[config.mk]
export PLATFORM = sky130hd
export DESIGN_NAME = seq_alu
export DESIGN_NICKNAME = d
export VERILOG_FILES = /design/src/rtl/seq_alu.sv
export SDC_FILE = /design/constraint.sdc
export NUM_CORES = 1
export LEC_CHECK = 0
export CAP_MARGIN = 20
export CORE_UTILIZATION = 58
export DETAILED_ROUTE_END_ITERATION = 8
export DONT_BUFFER_PORTS = 1
export HOLD_SLACK_MARGIN = 0.1
export PLACE_DENSITY_LB_ADDON = 0.05
export SYNTH_ARGS = -nofsm -noshare
export SYNTH_HDL_FRONTEND = slang
export SYNTH_SLANG_ARGS = --single-unit
[constraint.sdc]
create_clock -name clk -period 3.2 [get_ports clk]
set_clock_uncertainty 0.15 [all_clocks]
set_input_delay 0.64 -clock clk [delete_from_list [all_inputs] [get_ports clk]]
set_output_delay 0.64 -clock clk [all_outputs]
set_load 0.02 [all_outputs]
[src/rtl/seq_alu.sv]
// Registered ALU with valid/ready handshakes; one operation in flight, result held until consumed.
// Optional iterative shift-add multiply for ALUControl 011 when SEQ_ALU_MUL_EN is defined.
module seq_alu #(
  parameter int unsigned WIDTH = 8
) (
  input  logic             clk,
  input  logic             reset,
  input  logic             in_valid,
  output logic             in_ready,
  input  logic [WIDTH-1:0] A,
  input  logic [WIDTH-1:0] B,
  input  logic [2:0]       ALUControl,
  output logic             out_valid,
  input  logic             out_ready,
  output logic [WIDTH-1:0] ALU_result,
  output logic             Zero,
  output logic             Overflow
);

  localparam int unsigned SHW = $clog2(WIDTH);

  localparam logic [2:0] OP_AND = 3'b000;
  localparam logic [2:0] OP_OR  = 3'b001;
  localparam logic [2:0] OP_ADD = 3'b010;
  localparam logic [2:0] OP_SLL = 3'b100;
  localparam logic [2:0] OP_SRL = 3'b101;
  localparam logic [2:0] OP_SUB = 3'b110;
  localparam logic [2:0] OP_SLT = 3'b111;

`ifdef SEQ_ALU_MUL_EN
  localparam logic [2:0] OP_MUL = 3'b011;
  typedef enum logic [1:0] {S_IDLE = 2'd0, S_DONE = 2'd1, S_EXEC = 2'd2} state_t;
`else
  typedef enum logic [1:0] {S_IDLE = 2'd0, S_DONE = 2'd1} state_t;
`endif

  state_t           state, state_n;
  logic             in_ready_n, out_valid_n, zero_n, ovf_n;
  logic [WIDTH-1:0] result_n;
  logic [WIDTH-1:0] sum, diff;
  logic             slt;

`ifdef SEQ_ALU_MUL_EN
  logic [WIDTH-1:0] mcand, mcand_n, mplier, mplier_n, acc, acc_n, prod_step;
  logic [SHW-1:0]   cnt, cnt_n;
`endif

  assign sum  = A + B;
  assign diff = A - B;
  assign slt  = $signed(A) < $signed(B);

  // Next-state and next-output logic; every output is registered below.
  always_comb begin
    state_n     = state;
    in_ready_n  = in_ready;
    out_valid_n = out_valid;
    result_n    = ALU_result;
    zero_n      = Zero;
    ovf_n       = Overflow;
`ifdef SEQ_ALU_MUL_EN
    mcand_n     = mcand;
    mplier_n    = mplier;
    acc_n       = acc;
    cnt_n       = cnt;
    prod_step   = acc + (mplier[0] ? mcand : '0);
`endif
    case (state)
      S_IDLE: begin
        if (in_valid) begin
          state_n     = S_DONE;
          in_ready_n  = 1'b0;
          out_valid_n = 1'b1;
          zero_n      = (diff == '0);
          ovf_n       = 1'b0;
          case (ALUControl)
            OP_ADD: begin
              result_n = sum;
              ovf_n    = (A[WIDTH-1] == B[WIDTH-1]) && (sum[WIDTH-1] != A[WIDTH-1]);
            end
            OP_SUB: begin
              result_n = diff;
              ovf_n    = (A[WIDTH-1] != B[WIDTH-1]) && (diff[WIDTH-1] != A[WIDTH-1]);
            end
            OP_AND: result_n = A & B;
            OP_OR:  result_n = A | B;
            OP_SLT: result_n = WIDTH'(slt);
            OP_SLL: result_n = A << B[SHW-1:0];
            OP_SRL: result_n = A >> B[SHW-1:0];
`ifdef SEQ_ALU_MUL_EN
            OP_MUL: begin
              state_n     = S_EXEC;
              out_valid_n = 1'b0;
              result_n    = ALU_result;
              mcand_n     = A;
              mplier_n    = B;
              acc_n       = '0;
              cnt_n       = '0;
            end
`endif
            default: result_n = '0;
          endcase
        end
      end
`ifdef SEQ_ALU_MUL_EN
      // One partial product per cycle; the last step writes the result directly.
      S_EXEC: begin
        acc_n    = prod_step;
        mcand_n  = mcand << 1;
        mplier_n = mplier >> 1;
        cnt_n    = cnt + SHW'(1);
        if (cnt == SHW'(WIDTH - 1)) begin
          state_n     = S_DONE;
          out_valid_n = 1'b1;
          result_n    = prod_step;
        end
      end
`endif
      S_DONE: begin
        if (out_ready) begin
          state_n     = S_IDLE;
          out_valid_n = 1'b0;
          in_ready_n  = 1'b1;
        end
      end
      default: begin
        state_n     = S_IDLE;
        out_valid_n = 1'b0;
        in_ready_n  = 1'b1;
      end
    endcase
  end

  always_ff @(posedge clk) begin
    if (reset) begin
      state      <= S_IDLE;
      in_ready   <= 1'b1;
      out_valid  <= 1'b0;
      ALU_result <= '0;
      Zero       <= 1'b0;
      Overflow   <= 1'b0;
`ifdef SEQ_ALU_MUL_EN
      mcand      <= '0;
      mplier     <= '0;
      acc        <= '0;
      cnt        <= '0;
`endif
    end else begin
      state      <= state_n;
      in_ready   <= in_ready_n;
      out_valid  <= out_valid_n;
      ALU_result <= result_n;
      Zero       <= zero_n;
      Overflow   <= ovf_n;
`ifdef SEQ_ALU_MUL_EN
      mcand      <= mcand_n;
      mplier     <= mplier_n;
      acc        <= acc_n;
      cnt        <= cnt_n;
`endif
    end
  end

endmodule

==> impl_summary.txt <==
----------------------------------------------------
[Outcome]
  Outcome ... finished, final reports clean

[CTS]
  Quantity of hold-fixing buffers added after cts ... 0
  Clock tree from TritonCTS ... done
  TritonCTS sink count ... 12
  Worst-case clock buffer depth ... 2
  Later-pin clock latency in the skew report ... 0.26 ns
  Setup fix buffers added after clock tree synthesis ... 0
  Number of buffers created by CTS ... 3
  Root Buffer Master ... sky130_fd_sc_hd__clkbuf_4
  H-tree Lvls ... 1
  Post-cts repair resize count ... 0
  Clock-pin slew on the worst setup and hold paths ... 0.07 ns

[Logic synthesis]
  Asr flop ratio synth ... 0%
  Leading register cell type out of synthesis ... sky130_fd_sc_hd__dfxtp_1
  Synth cell count leaders ... 28 x sky130_fd_sc_hd__nor2_1, 25 x sky130_fd_sc_hd__ha_1, 24 x sky130_fd_sc_hd__inv_1, 24 x sky130_fd_sc_hd__o21ai_0, 18 x sky130_fd_sc_hd__nand2_1
  Biggest area contributors in the synthesized netlist ... sky130_fd_sc_hd__ha_1 15%, sky130_fd_sc_hd__dfxtp_1 12%, sky130_fd_sc_hd__o21ai_0 5.9%, sky130_fd_sc_hd__nor2_1 5.2%, sky130_fd_sc_hd__mux2i_1 4.9%
  Netlist Area Pre-Place ... 2037 sq um
  Part of the Yosys area used for sequential elements ... 11.79%
  Synth Register Bits ... 12
  Post-Syn Instances ... 268
  Number of synthesized flops with an enable pin ... 0
  Share of the synthesized area in the top cell type ... 15.36%
  Most area-hungry cell type in the Yosys netlist ... sky130_fd_sc_hd__ha_1
  Synth warnings ... 0
  Post-synthesis cell type count ... 55
  Count leader, synth ... sky130_fd_sc_hd__nor2_1
  Net count after synthesis ... 318
  Post-synthesis average cell area ... 7.601 sq um

[Hold path]
  Hold/Removal Path Class ... in -> reg
  Origin of the worst min-delay path ... reset

[Route]
  First-pass detailed-route iteration total ... 5
  Vias per std cell ... 6.362
  Antenna-violating nets left ... 0
  Top Metal Used ... met4
  Average wire per standard cell ... 17.78 microns
  Via total after detailed routing ... 1934
  Total length of routed wires ... 5.406 mm
  Detailed route wirelength on metal3 ... 402 microns
  Routed wire length on met2 ... 2.474 mm
  Remaining routing DRC violations ... 0
  Drt first-iter violations ... 193
  Post-route met1 wirelength ... 2.431 mm

[STA]
  Hold Fails Final Rpt ... 0
  Top achievable clock speed ... 411.2 MHz
  Normalized max-slew margin ... 55.54%
  Setup violations, final ... 0
  Final critical-path setup slack ... 0.7678 ns
  Unrepaired setup endpoints after global routing ... no
  Slew Viols, Final ... 0
  Sum of negative setup slack ... 0 ns
  Slew at the pin with the worst max-slew slack ... 0.6618 ns
  Crit path time final ... 2.432 ns
  Part of the cycle the worst path needs ... 76.01%

[Power]
  Sw Share ... 39.15%
  Total power draw ... 519.2 uW
  Total net switching power ... 203.3 uW
  Worst vdd ir ... 0.00008530 V
  Internal power summed over all cells ... 315.9 uW
  Cell area power density ... 254.2 nW/um^2
  Portion of total power attributed to sequential cells ... 34.2%
  Pleak ... 0.0008585 uW
  Clock share of power ... 16.6%
  Share of total power in combinational logic ... 49.2%

[Placed design]
  Routability congestion estimate ... 0.9279
  Port Buffers ... 0
  Post-detail-place hpwl ... 4.347 mm
  Placed Cells ... 301
  Setup Slack @ Placement ... 0.5056 ns

[Cells and area]
  Cell Count, Final, Fillers Out ... 304
  Number of nets in the final layout ... 310
  Fill count ... 323
  Fraction of final layout cells with drive strength greater than 1 ... 5.426%
  Antenna Diode Count ... 0
  Area growth from synthesis to layout ... 0.2458%

[Setup path]
  Category of the worst setup path capture point ... flip-flop
  Critical path origin ... A[0]
  CP required ... 3.27 ns
  Slowest Stage Delay on Critical Path ... 0.40 ns
  RR Startpoint ... out_valid$_SDFFE_PP0P_
  Standard cell with the maximum stage delay on the critical path ... sky130_fd_sc_hd__fa_1
  Worst path cell trace ... inv_1 -> ha_1 -> inv_1 -> fa_1 -> nand2b_1 -> a2bb2oi_1 -> a221o_1 -> xnor2_1 -> nor4_1 -> a21o_1
  Most frequent cell on the critical path ... sky130_fd_sc_hd__inv_1
  Crit start category ... primary input
  Highest fanout seen on the critical path ... 5
  Arrival time worst endpoint ... 2.50 ns
  Critical setup path kind ... in -> reg

[Floorplanning]
  Cell Rows ... 21
  Initial standard-cell utilization of the core ... 60.57%
  Std-Cell Core Area ... 3363 sq um
  Die outline height ... 61.26 microns
  Ports ... 35
  Horizontal die dimension ... 61.26 microns
  Die footprint ... 3753 sq um

[Global route]
  Overall track demand over capacity in global routing ... 30.49%
  First-pass GRT wire length ... 8.217 mm
  Initial antenna violation count ... 0
  Maximum number of pins on one net before global-route repair ... 26
  Remaining global-route overflow ... 0
  Via count of the first global-routing pass ... 1656

[Run]
  Maximum capacitance violations ... 0

----------------------------------------------------
## critical path, delay by kind of cell
kind                     cells  cell delay [ns]
adder cells (fa/ha/maj)      2             0.58
AO/OA/AOI/OAI                3             0.56
AND/OR/NAND/NOR              2             0.44
XOR/XNOR                     1             0.16
buffers and inverters        2             0.12
## area by class of cell
| type | count | area [sq um] | area share [%] |
|---|---|---|---|
| clock buffers | 3 | 22.52 | 1.103 |
| inverters | 25 | 93.84 | 4.596 |
| well taps | 46 | 57.56 | 2.819 |
| flip-flops and latches | 12 | 240.2 | 11.76 |
| multi-input cells | 218 | 1628 | 79.72 |
## power groups by stage
stage / sequential [uW] / clock [uW] / combinational (uW)
floorplan: 179 / 0 / 220
global placement: 181 / 0 / 252
detailed placement: 181 / 0 / 249
CTS: 177 / 90.4 / 251
global route: 180 / 96.6 / 281
finish: 177 / 86.4 / 255
## cells by family (layout without fill, tap and decap cells)
logic type,count (synthesis),after routing,share of synthesized area (%)
AOI/OAI and AO/OA,84,84,28.50
and+or+nand+nor,78,78,18.18
buffers and inverters,38,28,8.292
adders and majority gates,27,27,17.32
muxes,15,15,9.890
xor gates and xnor gates,14,14,6.020
DFF,12,12,11.79
## final timing paths
kind	endpoint	slack, ns	depth (start not counted)
max	Zero$_SDFFE_PP0P_	0.77	10
min	Overflow$_SDFFE_PP0P_	0.28	1
max reg2reg	ALU_result[5]$_SDFFE_PP0P_	1.48	4
min reg2reg	ALU_result[1]$_SDFFE_PP0P_	0.42	2
## sequential cells by signal (all words and copies together), names as in the netlist
signal / cells
ALU_result: 8
Overflow: 1
Zero: 1
in_ready: 1
out_valid: 1
## per-stage QoR
stage | utilization, % | hold WS [ns] | instance area, sq um
after floorplan | - | 0.3873 | 2037
after global placement | 60.04 | 0.4013 | 2019
after detailed placement | 60.04 | 0.4157 | 2019
after CTS | 60.71 | 0.2762 | 2042
after global routing | 60.71 | 0.2757 | 2042
final | 60.71 | 0.2835 | 2042
## cells in the final DEF, fill, tap and decap left out, types with 4 or more instances in the layout
master,instances
sky130_fd_sc_hd__nor2_1,28
sky130_fd_sc_hd__ha_1,25
sky130_fd_sc_hd__inv_1,24
sky130_fd_sc_hd__o21ai_0,24
sky130_fd_sc_hd__nand2_1,18
sky130_fd_sc_hd__a21oi_1,15
sky130_fd_sc_hd__dfxtp_1,12
sky130_fd_sc_hd__xnor2_1,11
sky130_fd_sc_hd__mux2i_1,10
sky130_fd_sc_hd__nand2b_1,8
sky130_fd_sc_hd__nor3_1,7
sky130_fd_sc_hd__a211oi_1,7
sky130_fd_sc_hd__nor2b_1,4
sky130_fd_sc_hd__a31oi_1,4
sky130_fd_sc_hd__mux4_2,4
## routing by layer
layer  vias to the layer above  track usage [%]
li1                        943                -
met4                         0            12.01
met2                        85            47.36
met1                       896            43.57
met3                        10            2.521
met5                         -                0
Power figures use the tool's default switching activity.
